==> config.mk <==
export PLATFORM = sky130hd
export DESIGN_NAME = srlzr_tx_ctrl
export DESIGN_NICKNAME = d
export VERILOG_FILES = /design/src/rtl/srlzr_tx_ctrl_pkg.sv /design/src/rtl/srlzr_baud_gen.sv /design/src/rtl/srlzr_tx_ctrl.sv
export SDC_FILE = /design/constraint.sdc
export NUM_CORES = 1
export LEC_CHECK = 0
export BUFFER_PORTS_ARGS = -buffer_cell sky130_fd_sc_hd__buf_2
export CELL_PAD_IN_SITES_DETAIL_PLACEMENT = 1
export CELL_PAD_IN_SITES_GLOBAL_PLACEMENT = 1
export CORE_ASPECT_RATIO = 0.9
export CORE_UTILIZATION = 46
export CTS_BUF_LIST = sky130_fd_sc_hd__clkbuf_8
export DETAILED_ROUTE_END_ITERATION = 6
export HOLD_SLACK_MARGIN = 0.05
export PLACE_DENSITY = 0.91
export SLEW_MARGIN = 20
export SYNTH_ARGS = -nofsm -noshare
export SYNTH_HDL_FRONTEND = slang
export SYNTH_SLANG_ARGS = --single-unit
==> constraint.sdc <==
create_clock -name clk -period 2.4 [get_ports clk]
set_input_delay 0 -clock clk [delete_from_list [all_inputs] [get_ports clk]]
set_output_delay 0 -clock clk [all_outputs]
set_load 0.05 [all_outputs]
==> src/rtl/srlzr_tx_ctrl_pkg.sv <==
// rtl/srlzr_tx_ctrl_pkg.sv - state encodings and line-select codes for the serializer frame sequencer
package srlzr_tx_ctrl_pkg;

    typedef enum logic [2:0] {
        ST_IDLE   = 3'd0,
        ST_START  = 3'd1,
        ST_DATA   = 3'd2,
        ST_PARITY = 3'd3,
        ST_STOP   = 3'd4
    } state_t;

    localparam logic [1:0] LINE_MARK  = 2'b00;
    localparam logic [1:0] LINE_SPACE = 2'b01;
    localparam logic [1:0] LINE_DATA  = 2'b10;
    localparam logic [1:0] LINE_PAR   = 2'b11;

    // Line source owned by each state; the registered line_sel follows the next state.
    function automatic logic [1:0] line_code(input state_t s);
        logic [1:0] code;
        code = LINE_MARK;
        case (s)
            ST_START:  code = LINE_SPACE;
            ST_DATA:   code = LINE_DATA;
            ST_PARITY: code = LINE_PAR;
            default:   code = LINE_MARK;
        endcase
        return code;
    endfunction

endpackage

==> src/rtl/srlzr_baud_gen.sv <==
// rtl/srlzr_baud_gen.sv - bit-slot counter with sync clear; flags the last and next-to-last slot cycles
module srlzr_baud_gen #(
    parameter int CLKS_PER_BIT = 16
) (
    input  logic clk,
    input  logic rst,
    input  logic clr,
    output logic bit_end,
    output logic pre_end
);
    localparam int CW = (CLKS_PER_BIT > 2) ? $clog2(CLKS_PER_BIT) : 1;
    localparam logic [CW-1:0] LAST = CW'(CLKS_PER_BIT - 1);
    localparam logic [CW-1:0] PRE  = CW'(CLKS_PER_BIT - 2);

    logic [CW-1:0] baud_cnt;

    always_ff @(posedge clk or posedge rst) begin
        if (rst) begin
            baud_cnt <= '0;
        end else if (clr || baud_cnt == LAST) begin
            baud_cnt <= '0;
        end else begin
            baud_cnt <= baud_cnt + 1'b1;
        end
    end

    assign bit_end = (baud_cnt == LAST);
    // pre_end lets the parent register strobes that must land on a slot's final cycle
    assign pre_end = (baud_cnt == PRE);

endmodule

==> src/rtl/srlzr_tx_ctrl.sv <==
// rtl/srlzr_tx_ctrl.sv - frame sequencer driving a PISO; optional parity slot under SRLZR_PARITY_EN
module srlzr_tx_ctrl
    import srlzr_tx_ctrl_pkg::*;
#(
    parameter int DATA_WIDTH   = 8,
    parameter int CLKS_PER_BIT = 16,
    parameter int STOP_BITS    = 1
) (
    input  logic                  clk,
    input  logic                  rst,
    input  logic                  tx_valid,
    input  logic [DATA_WIDTH-1:0] tx_data,
    output logic                  tx_ready,
    output logic [DATA_WIDTH-1:0] piso_data,
    output logic                  LOAD,
    output logic                  shift,
    output logic [1:0]            line_sel,
    output logic                  TX_active,
    output logic                  tx_done
`ifdef SRLZR_PARITY_EN
    ,
    output logic                  parity_bit
`endif
);
    localparam int BCW = (DATA_WIDTH > 2) ? $clog2(DATA_WIDTH) : 1;
    localparam logic [BCW-1:0] LAST_DATA = BCW'(DATA_WIDTH - 1);
    localparam logic [BCW-1:0] LAST_STOP = BCW'(STOP_BITS - 1);

    state_t         state, state_next;
    logic [BCW-1:0] bit_cnt, bit_cnt_next;
    logic           bit_end, pre_end;
    logic           load_next, shift_next, done_next;

    srlzr_baud_gen #(
        .CLKS_PER_BIT(CLKS_PER_BIT)
    ) u_baud (
        .clk    (clk),
        .rst    (rst),
        .clr    (state == ST_IDLE),
        .bit_end(bit_end),
        .pre_end(pre_end)
    );

    assign tx_ready = (state == ST_IDLE);

    always_ff @(posedge clk or posedge rst) begin
        if (rst) begin
            state   <= ST_IDLE;
            bit_cnt <= '0;
        end else begin
            state   <= state_next;
            bit_cnt <= bit_cnt_next;
        end
    end

    // bit_cnt indexes data slots in DATA and stop slots in STOP
    always_comb begin
        state_next   = state;
        bit_cnt_next = bit_cnt;
        load_next    = 1'b0;
        shift_next   = 1'b0;
        done_next    = 1'b0;
        case (state)
            ST_IDLE: begin
                if (tx_valid) begin
                    state_next   = ST_START;
                    bit_cnt_next = '0;
                    load_next    = 1'b1;
                end
            end
            ST_START: begin
                if (bit_end) begin
                    state_next   = ST_DATA;
                    bit_cnt_next = '0;
                end
            end
            ST_DATA: begin
                shift_next = pre_end && (bit_cnt != LAST_DATA);
                if (bit_end) begin
                    if (bit_cnt == LAST_DATA) begin
`ifdef SRLZR_PARITY_EN
                        state_next = ST_PARITY;
`else
                        state_next = ST_STOP;
`endif
                        bit_cnt_next = '0;
                    end else begin
                        bit_cnt_next = bit_cnt + 1'b1;
                    end
                end
            end
            ST_PARITY: begin
                if (bit_end) begin
                    state_next   = ST_STOP;
                    bit_cnt_next = '0;
                end
            end
            ST_STOP: begin
                done_next = pre_end && (bit_cnt == LAST_STOP);
                if (bit_end) begin
                    if (bit_cnt == LAST_STOP) begin
                        state_next   = ST_IDLE;
                        bit_cnt_next = '0;
                    end else begin
                        bit_cnt_next = bit_cnt + 1'b1;
                    end
                end
            end
            default: begin
                state_next   = ST_IDLE;
                bit_cnt_next = '0;
            end
        endcase
    end

    // Strobes are computed one cycle early so every output leaves a flop
    always_ff @(posedge clk or posedge rst) begin
        if (rst) begin
            piso_data <= '0;
            LOAD      <= 1'b0;
            shift     <= 1'b0;
            line_sel  <= LINE_MARK;
            TX_active <= 1'b0;
            tx_done   <= 1'b0;
`ifdef SRLZR_PARITY_EN
            parity_bit <= 1'b0;
`endif
        end else begin
            LOAD      <= load_next;
            shift     <= shift_next;
            tx_done   <= done_next;
            line_sel  <= line_code(state_next);
            TX_active <= (state_next != ST_IDLE);
            if (load_next) begin
                piso_data <= tx_data;
`ifdef SRLZR_PARITY_EN
                parity_bit <= ^tx_data;
`endif
            end
        end
    end

endmodule

* After elaboration in Yosys (flattened, before gate mapping)
Cells that the tools add are included.
** Storage, ports and cells
- Input port bits :: 11
- Flip-flop bits (word level) :: 24
- Output and inout bits :: 15
- Logic and storage cells :: 55
** Cells by class
- Muxes and demuxes :: 21
- Eq/ne operators :: 15
- Reduce and logical (&&, ||, !) cells :: 8
- Add/subtract/negate cells :: 2
** Operators by type and width (number)
- $mux 3 :: 13
- $pmux 3 s5 :: 1
- $eq 3x2->1 const B :: 4
- $pmux 3 s4 :: 1
- $eq 4x4->1 const B :: 2
- $eq 3x1->1 const B :: 2
- $eq 3x3->1 const B :: 2
- $logic_not 3->1 :: 2
- $ne 2x2->1 const B :: 3
- $pmux 2 s3 :: 1
- $add 4x1->4 const B :: 1
- $mux 1 :: 4
- $mux 4 :: 1
- $reduce_and 4->1 :: 1
- $add 3x1->3 const B :: 1
- $ne 3x3->1 const B :: 1
- $reduce_bool 3->1 :: 1
- $logic_and 1x1->1 :: 2
- $ne 2x1->1 const B :: 1
- $reduce_or 2->1 :: 1
- $logic_or 1x1->1 :: 1

* Logic depth before layout (Yosys ltp)
Gate-level depths: netlist of the first run.
- Word-level depth :: 6
- Depth in mapped cells :: 6
- Depth with buffers taken out :: 6

* Cells and area by module
Synthesis of the first run repeated with hierarchy kept, for this count alone.
** Second synthesis, totals
- Cell total of the unflattened synthesis :: 103
- Area, all modules :: 1216.2 µm²
** By module, submodules not included
- srlzr_tx_ctrl :: area each 1012.2 µm², instances 1, cells each 83
- srlzr_baud_gen :: area each 203.9 µm², instances 1, cells each 20

* Worst setup path after synthesis of the first run
OpenSTA, ideal clock, no wires.
- Path type :: register -> register
- Start :: reg state[0]
- End :: reg piso_data[0]
- Setup slack :: 0.314 ns
- Setup time :: 0.125 ns
- Arrival time :: 1.961 ns
- Clock period less this slack :: 2.086 ns
- Required time :: 2.275 ns
- Stages on the path, launching flop included :: 6
- Cells stage by stage :: dfrtp_1 > buf_4 > nor3_2 > and2_4 > buf_6 > mux2_2
** On the way
- Word-level cells in the longest chain between the ends :: 2
** Ends and longest elaborated chain
- from (decl) :: line srlzr_tx_ctrl.sv:29 : state_t state, state_next;
- from (signal assigned) :: line srlzr_tx_ctrl.sv:51 : state <= state_next;
- $logic_not 3->1
- net tx_ready :: line srlzr_tx_ctrl.sv:13 : output logic tx_ready,
- $mux 1 :: line srlzr_tx_ctrl.sv:63 : case (state)
- net load_next :: line srlzr_tx_ctrl.sv:32 : logic load_next, shift_next, done_next;
- to (signal assigned) :: line srlzr_tx_ctrl.sv:135 : piso_data <= tx_data;
- to (decl) :: line srlzr_tx_ctrl.sv:14 : output logic [DATA_WIDTH-1:0] piso_data,
The timed path passes the listed nets, and every way through them passes these cells.
A chain may end at the register's enable or synchronous reset.

* Worst setup path in the final report of the first run
- Start :: reg bit_cnt[0]
- End :: reg TX_active
** On the way
- Word-level cells in the longest chain between the ends :: 5
- Elaborated cells on any way between the ends :: 8
- Those cells by class :: eq/ne (1); mux (5); reduce/logical (2)
** Ends and longest elaborated chain
- from (decl) :: line srlzr_tx_ctrl.sv:30 : logic [BCW-1:0] bit_cnt, bit_cnt_next;
- from (signal assigned) :: line srlzr_tx_ctrl.sv:52 : bit_cnt <= bit_cnt_next;
- $eq 3x3->1 or $logic_not 3->1 (tied branches) :: line srlzr_tx_ctrl.sv:80, srlzr_tx_ctrl.sv:101
- $mux 3 (on tied branches) :: line srlzr_tx_ctrl.sv:80, srlzr_tx_ctrl.sv:101
- $mux 3 (on tied branches) :: line srlzr_tx_ctrl.sv:79, srlzr_tx_ctrl.sv:100
- $pmux 3 s5 * :: line srlzr_tx_ctrl.sv:63
- net state_next[2] :: line srlzr_tx_ctrl.sv:29
- $reduce_bool 3->1 * :: line srlzr_tx_ctrl.sv:133 : TX_active <= (state_next != ST_IDLE);
- to (signal assigned) :: line srlzr_tx_ctrl.sv:133
- to (decl) :: line srlzr_tx_ctrl.sv:18 : output logic TX_active,
Mark *: on every way through the listed nets, which the timed path passes. The rest lies on a longest branch.

==> results of run 1 <==
[Yosys cell counts]
| master | n | share of area [%] |
|---|---|---|
| buf_6 | 1 | 1.0 |
| o21ai_1 | 1 | 0.46 |
| or3b_1 | 2 | 1.6 |
| o21ai_0 | 1 | 0.46 |
| dfrtp_1 | 24 | 55 |
| clkbuf_2 | 1 | 0.46 |
| o32ai_1 | 1 | 0.81 |
| and2_4 | 1 | 0.81 |
| a31o_2 | 1 | 0.81 |
| o21bai_1 | 1 | 0.69 |
| buf_4 | 2 | 1.4 |
| mux2_2 | 8 | 8.3 |
| a31o_1 | 1 | 0.81 |
| nand4_1 | 1 | 0.58 |
| o2111ai_1 | 1 | 0.81 |
| xnor2_1 | 1 | 0.81 |
| nor3_1 | 2 | 0.92 |
| nand3_1 | 4 | 1.8 |
| a32o_1 | 1 | 0.92 |
| nor2b_1 | 1 | 0.58 |
| and3_1 | 1 | 0.58 |
| nand2_1 | 5 | 1.7 |
| nor3_2 | 1 | 0.92 |
| or3_1 | 1 | 0.58 |
| a21oi_1 | 4 | 1.8 |
| xor2_1 | 1 | 0.81 |
| nor2_1 | 7 | 2.4 |
| o21ba_2 | 1 | 0.92 |
| inv_1 | 6 | 2.1 |
| or2_2 | 1 | 0.58 |
| o21ba_1 | 1 | 0.92 |
| nand2b_1 | 2 | 1.2 |
| ha_1 | 5 | 5.8 |
[critical path, cell delays in order, from the launching register on]
cell,delay (ns)
dfrtp_1,0.41
ha_1,0.21
ha_1,0.21
o2111ai_1,0.24
o32ai_1,0.14
or3_1,0.37
[sequential cells by signal, indices dropped and copies added, names as in the netlist]
signal / count
tx_done: 1
bit_cnt: 3
shift: 1
u_baud.baud_cnt: 4
line_sel: 2
piso_data: 8
TX_active: 1
state: 3
LOAD: 1
[kinds of logic (layout without fill, tap and decap cells)]
| family | after synthesis | count (layout) | share of synthesized area, % |
|---|---|---|---|
| muxes | 8 | 8 | 8.32 |
| DFF | 24 | 24 | 55.5 |
| and+or+nand+nor | 29 | 29 | 14.3 |
| AOI/OAI and AO/OA | 14 | 14 | 9.48 |
| buffers and inverters | 10 | 44 | 4.97 |
| xor gates and xnor gates | 2 | 2 | 1.62 |
| adders and majority gates | 5 | 5 | 5.78 |
[per-layer routing]
layer | vias to the layer above | track usage [%] | part of all wire, %
met5 | - | 0 | 0
li1 | 383 | - | -
met3 | 9 | 7.30 | 5.2
met2 | 28 | 45.6 | 55
met1 | 402 | 23.6 | 38
met4 | 0 | 13.2 | 2.3
[worst paths after layout]
check | from | slack, ns | endpoint | depth (start not counted)
setup / recovery | bit_cnt[0] | 0.71 | TX_active | 5
hold / removal | tx_valid | 0.07 | LOAD | 2
setup reg to reg | bit_cnt[0] | 0.71 | TX_active | 5
hold reg to reg | u_baud.baud_cnt[0] | 0.50 | u_baud.baud_cnt[0] | 1
max in group asynchronous | rst | 1.36 | bit_cnt[1] | 3
min in group asynchronous | rst | 0.48 | tx_done | 3
[power by group through the flow]
| stage | clock network [mW] | registers (mW) | logic (mW) |
|---|---|---|---|
| 2_1_floorplan | 0 | 0.966 | 0.359 |
| 3_3_place_gp | 0 | 0.665 | 0.796 |
| 3_5_place_dp | 0 | 0.692 | 0.826 |
| 4_1_cts | 0.364 | 0.685 | 0.841 |
| 5_1_grt | 0.376 | 0.709 | 0.906 |
| 6_report | 0.357 | 0.688 | 0.846 |
[final cells by class]
cell class	count	area [µm²]	share of cell area [%]
Timing Repair Buffer	34	215	15.7
Multi-Input combinational cell	58	428	31.2
Sequential cell	24	601	43.8
Tap cell	27	33.8	2.46
Inverter	6	22.5	1.64
Clock inverter	1	30.0	2.19
Clock buffer	3	41.3	3.01
[repair_timing]
action	4_1_cts	5_1_grt
endpoints found under the hold margin	32	0
hold buffers	9	0
setup buffers	0	0
gates resized for setup	0	0
==> flow_metrics.env, run 1 <==
export IMPL_run_status="complete, no violations"
export IMPL_dp_worst_setup_slack_ns=0.706
export IMPL_die_area_um2=2550
export IMPL_htree_levels=1
export IMPL_syn_nets=108
export IMPL_power_switching_mw=0.850
export IMPL_grt_pass1_wl_um=4080
export IMPL_drt_iter0_markers=14
export IMPL_clk_latency_ns=0.28
export IMPL_ys_types=33
export IMPL_path_class="reg -> reg"
export IMPL_max_cap_violations=0
export IMPL_post_route_util_pct=62.3
export IMPL_min_period_over_period_pct=70.2
export IMPL_netlist_area_um2=1080
export IMPL_syn2layout_area_growth_pct=26.7
export IMPL_grt_overflow=0
export IMPL_worst_slack_ns=0.714
export IMPL_worst_slew_pin_slew_ns=0.904
export IMPL_period_needed_ns=1.69
export IMPL_hold_slack_ns=0.0658
export IMPL_wl_per_cell_um=17.4
export IMPL_power_density_nw_per_um2=1380
export IMPL_rows=16
export IMPL_gp_congestion=0.737
export IMPL_pwr_share_seq_pct=36.4
export IMPL_postLayoutCellArea_um2=1370
export IMPL_final_antenna_net_count=0
export IMPL_vias=822
export IMPL_swShare_pct=45.0
export IMPL_pin_count=26
export IMPL_instances_no_fill=153
export IMPL_slew_headroom_pct=39.7
export IMPL_cts_sinks=24
export IMPL_final_nets=143
export IMPL_cts_buffers=3
export IMPL_arrival_ns=1.84
export IMPL_path_max_fanout=4
export IMPL_power_mw=1.89
export IMPL_drtPass1Iterations=4
export IMPL_numPortBuffers=25
export IMPL_finalHoldViolCount=0
export IMPL_antenna_cells=0
export IMPL_grt_pass1_vias=871
export IMPL_setup_viol=0
export IMPL_rsz0062_at_grt="false"
export IMPL_yosys_warnings=0
export IMPL_hpwl_um=1780
export IMPL_fmax_mhz=593
export IMPL_hp_class="in -> reg"
export IMPL_synth_seq_cells=24
export IMPL_drive_gt1_share_pct=33.3
export IMPL_grt_max_degree=25
export IMPL_final_common_cell="buf_2"
export IMPL_drc=0
export IMPL_start_util_pct=49.1
export IMPL_critPathLaunchType="register"
export IMPL_die_w_um=53.1
export IMPL_clockPowerShare_pct=18.9
export IMPL_end_kind="register"
export IMPL_power_share_combinational_pct=44.7
export IMPL_die_height_um=48.0
export IMPL_nFillCells=232
export IMPL_ir_drop_mv=0.832
export IMPL_clockBufferDepth=2
export IMPL_place_area_um2=1210
export IMPL_fin_skew_ns=0.00617
export IMPL_crit_required_ns=2.56
export IMPL_viasPerCell=5.37
export IMPL_yosysSeqAreaShare_pct=55.5
export IMPL_wl_um=2660
export IMPL_drv_slew=0
export IMPL_layout_common_cells="buf_2 (25), dfrtp_1 (24), dlygate4sd3_1 (9), mux2_2 (8), nor2_1 (7)"
export IMPL_postSynthCellCount=92
export IMPL_fin_tns_setup_ns=0
export IMPL_antenna_found_initial=0
export IMPL_power_leakage_nw=0.670
export IMPL_p_int_mw=1.04
export IMPL_core_area_um2=2200
export IMPL_tritoncts="yes"
export IMPL_track_usage_pct=23.9
export IMPL_syn_avg_cell_area_um2=11.8
export IMPL_clk_pin_slew_ns=0.09
export IMPL_cts_root_buffer="clkbuf_8"
export IMPL_dp_cells=140
Power figures use the tool's default switching activity.
==> inputs of run 2 (changes only) <==
--- a/config.mk
+++ b/config.mk
@@ -9,11 +9,11 @@
 export CELL_PAD_IN_SITES_DETAIL_PLACEMENT = 1
 export CELL_PAD_IN_SITES_GLOBAL_PLACEMENT = 1
 export CORE_ASPECT_RATIO = 0.9
-export CORE_UTILIZATION = 46
+export CORE_UTILIZATION = 42
 export CTS_BUF_LIST = sky130_fd_sc_hd__clkbuf_8
 export DETAILED_ROUTE_END_ITERATION = 6
 export HOLD_SLACK_MARGIN = 0.05
-export PLACE_DENSITY = 0.91
+export PLACE_DENSITY = 0.85
 export SLEW_MARGIN = 20
 export SYNTH_ARGS = -nofsm -noshare
 export SYNTH_HDL_FRONTEND = slang
==> constraint.sdc (replaced) <==
create_clock -name clk -period 1.7 [get_ports clk]
set_input_delay 0 -clock clk [delete_from_list [all_inputs] [get_ports clk]]
set_output_delay 0 -clock clk [all_outputs]
set_load 0.05 [all_outputs]
==> flow_metrics.env, run 2 (same netlist as run 1, synthesis figures left out) <==
export IMPL_reg_top3="piso_data: 8 flops, u_baud.baud_cnt: 4 flops"
export IMPL_wl_met3_um=131
export IMPL_die_w_um=55.5
export IMPL_vias=811
export IMPL_hpwl_um=1590
export IMPL_highest_layer="met4"
export IMPL_final_nets=144
export IMPL_cts_root_buffer="clkbuf_8"
export IMPL_gp_congestion=0.771
export IMPL_syn2layout_area_growth_pct=31.7
export IMPL_drive_gt1_share_pct=35.4
export IMPL_grt_pass1_vias=872
export IMPL_wl_met2_um=1160
export IMPL_nFillCells=268
export IMPL_whs_path_depth=2
export IMPL_run_status="complete, no violations"
export IMPL_drc=0
export IMPL_wl_um=2370
export IMPL_power_density_nw_per_um2=1910
export IMPL_path_class="reg -> reg"
export IMPL_ir_drop_mv=1.19
export IMPL_period_needed_ns=1.66
export IMPL_critPathLaunchType="register"
export IMPL_numPortBuffers=25
export IMPL_start_util_pct=44.2
export IMPL_rows=17
export IMPL_setup_viol=0
export IMPL_grt_pass1_wl_um=4100
export IMPL_final_antenna_net_count=0
export IMPL_end_kind="register"
export IMPL_core_area_um2=2450
export IMPL_antenna_found_initial=0
export IMPL_fin_skew_ns=0.00178
export IMPL_grt_overflow=0
export IMPL_track_usage_pct=19.8
export IMPL_layout_common_cells="buf_2 (25), dfrtp_1 (24), dlygate4sd3_1 (9), mux2_4 (8), nor2_1 (7)"
export IMPL_wirelength_met1_um=1010
export IMPL_arrival_ns=1.81
export IMPL_post_route_util_pct=58.3
export IMPL_largest_register="piso_data"
export IMPL_clk_latency_ns=0.27
export IMPL_r2r_cells=5
export IMPL_dp_worst_setup_slack_ns=0.0462
export IMPL_viasPerCell=5.23
export IMPL_drv_slew=0
export IMPL_cts_setup_buffers=0
export IMPL_clockBufferDepth=2
export IMPL_worst_slew_pin_slew_ns=0.332
export IMPL_grt_max_degree=25
export IMPL_max_cap_violations=0
export IMPL_antenna_cells=0
export IMPL_cts_buffers=3
export IMPL_pin_count=26
export IMPL_crit_required_ns=1.85
export IMPL_slew_headroom_pct=77.8
export IMPL_tritoncts="yes"
export IMPL_worst_slack_ns=0.0413
export IMPL_clk_pin_slew_ns=0.08
export IMPL_hp_class="in -> reg"
export IMPL_drt_iter0_markers=7
export IMPL_power_leakage_nw=0.699
export IMPL_finalHoldViolCount=0
export IMPL_cts_sinks=24
export IMPL_final_common_cell="buf_2"
export IMPL_path_max_fanout=4
export IMPL_min_period_over_period_pct=97.6
export IMPL_htree_levels=1
export IMPL_die_area_um2=2780
export IMPL_die_height_um=50.2
export IMPL_fmax_mhz=603
export IMPL_drtPass1Iterations=2
export IMPL_wl_per_cell_um=15.3
export IMPL_largest_reg_flops=8
[run 2: cell types whose count changed in the layout (fill, tap and decap cells not counted)]
| cell | before | now |
|---|---|---|
| mux2_2 | 8 | 0 |
| o2111ai_2 | 0 | 1 |
| mux2_4 | 0 | 8 |
| nor3_2 | 1 | 0 |
| buf_4 | 0 | 1 |
| ha_2 | 0 | 1 |
| nor3_4 | 0 | 1 |
| ha_1 | 5 | 4 |
| o2111ai_1 | 1 | 0 |
[run 2: timing repair]
action,CTS,global route
hold endpoints to repair,32,0
resized for setup,0,2
setup endpoints to repair,0,1
hold buffers,9,0
[run 2: final cells by class]
cell class              instances  area (µm²)  area share, %
multi-input cells              58         473           33.2
clock inverters                 1        30.0           2.11
well taps                      28        35.0           2.46
flip-flops and latches         24         601           42.1
repair buffers                 35         223           15.6
clock buffers                   3        41.3           2.90
inverters                       6        22.5           1.58
[run 2: per-stage QoR]
stage | power (mW) | TNS, ns | hold slack (ns) | instance area (µm²) | std cells
3_3_place_gp | 2.16 | 0 | 0.0505 | 1250 | 142
5_1_grt | 2.88 | -0.0382 | 0.109 | 1430 | 155
3_5_place_dp | 2.20 | 0 | 0.0632 | 1250 | 142
4_1_cts | 2.73 | 0 | 0.108 | 1420 | 155
6_report | 2.72 | 0 | 0.117 | 1430 | 155
2_1_floorplan | 1.96 | -0.951 | 0.0146 | 1130 | 92
[run 2: final timing paths]
check / from / end / slack (ns)
setup / recovery: bit_cnt[0] / TX_active / 0.04
hold / removal: tx_valid / LOAD / 0.12
setup reg to reg: bit_cnt[0] / TX_active / 0.04
hold reg to reg: u_baud.baud_cnt[0] / u_baud.baud_cnt[0] / 0.49
max in group asynchronous: rst / u_baud.baud_cnt[0] / 1.16
min in group asynchronous: rst / bit_cnt[0] / 0.31
[run 2: routing by layer]
layer | global-route usage (%) | vias up
li1 | - | 385
met1 | 23.2 | 392
met2 | 33.1 | 27
met5 | 0 | -
met3 | 5.93 | 7
met4 | 10.4 | 0
[run 2: where the power goes]
| group | total, mW | internal [mW] | switching [mW] |
|---|---|---|---|
| combinational | 1.26 | 0.443 | 0.819 |
| clock | 0.495 | 0.315 | 0.180 |
| sequential | 0.963 | 0.781 | 0.182 |
| total | 2.72 | 1.54 | 1.18 |
[run 2: critical path: stages, from the launching register on]
cell       delay [ns]
dfrtp_1          0.42
ha_1             0.22
ha_1             0.23
o2111ai_2        0.21
o32ai_1          0.12
or3_1            0.35
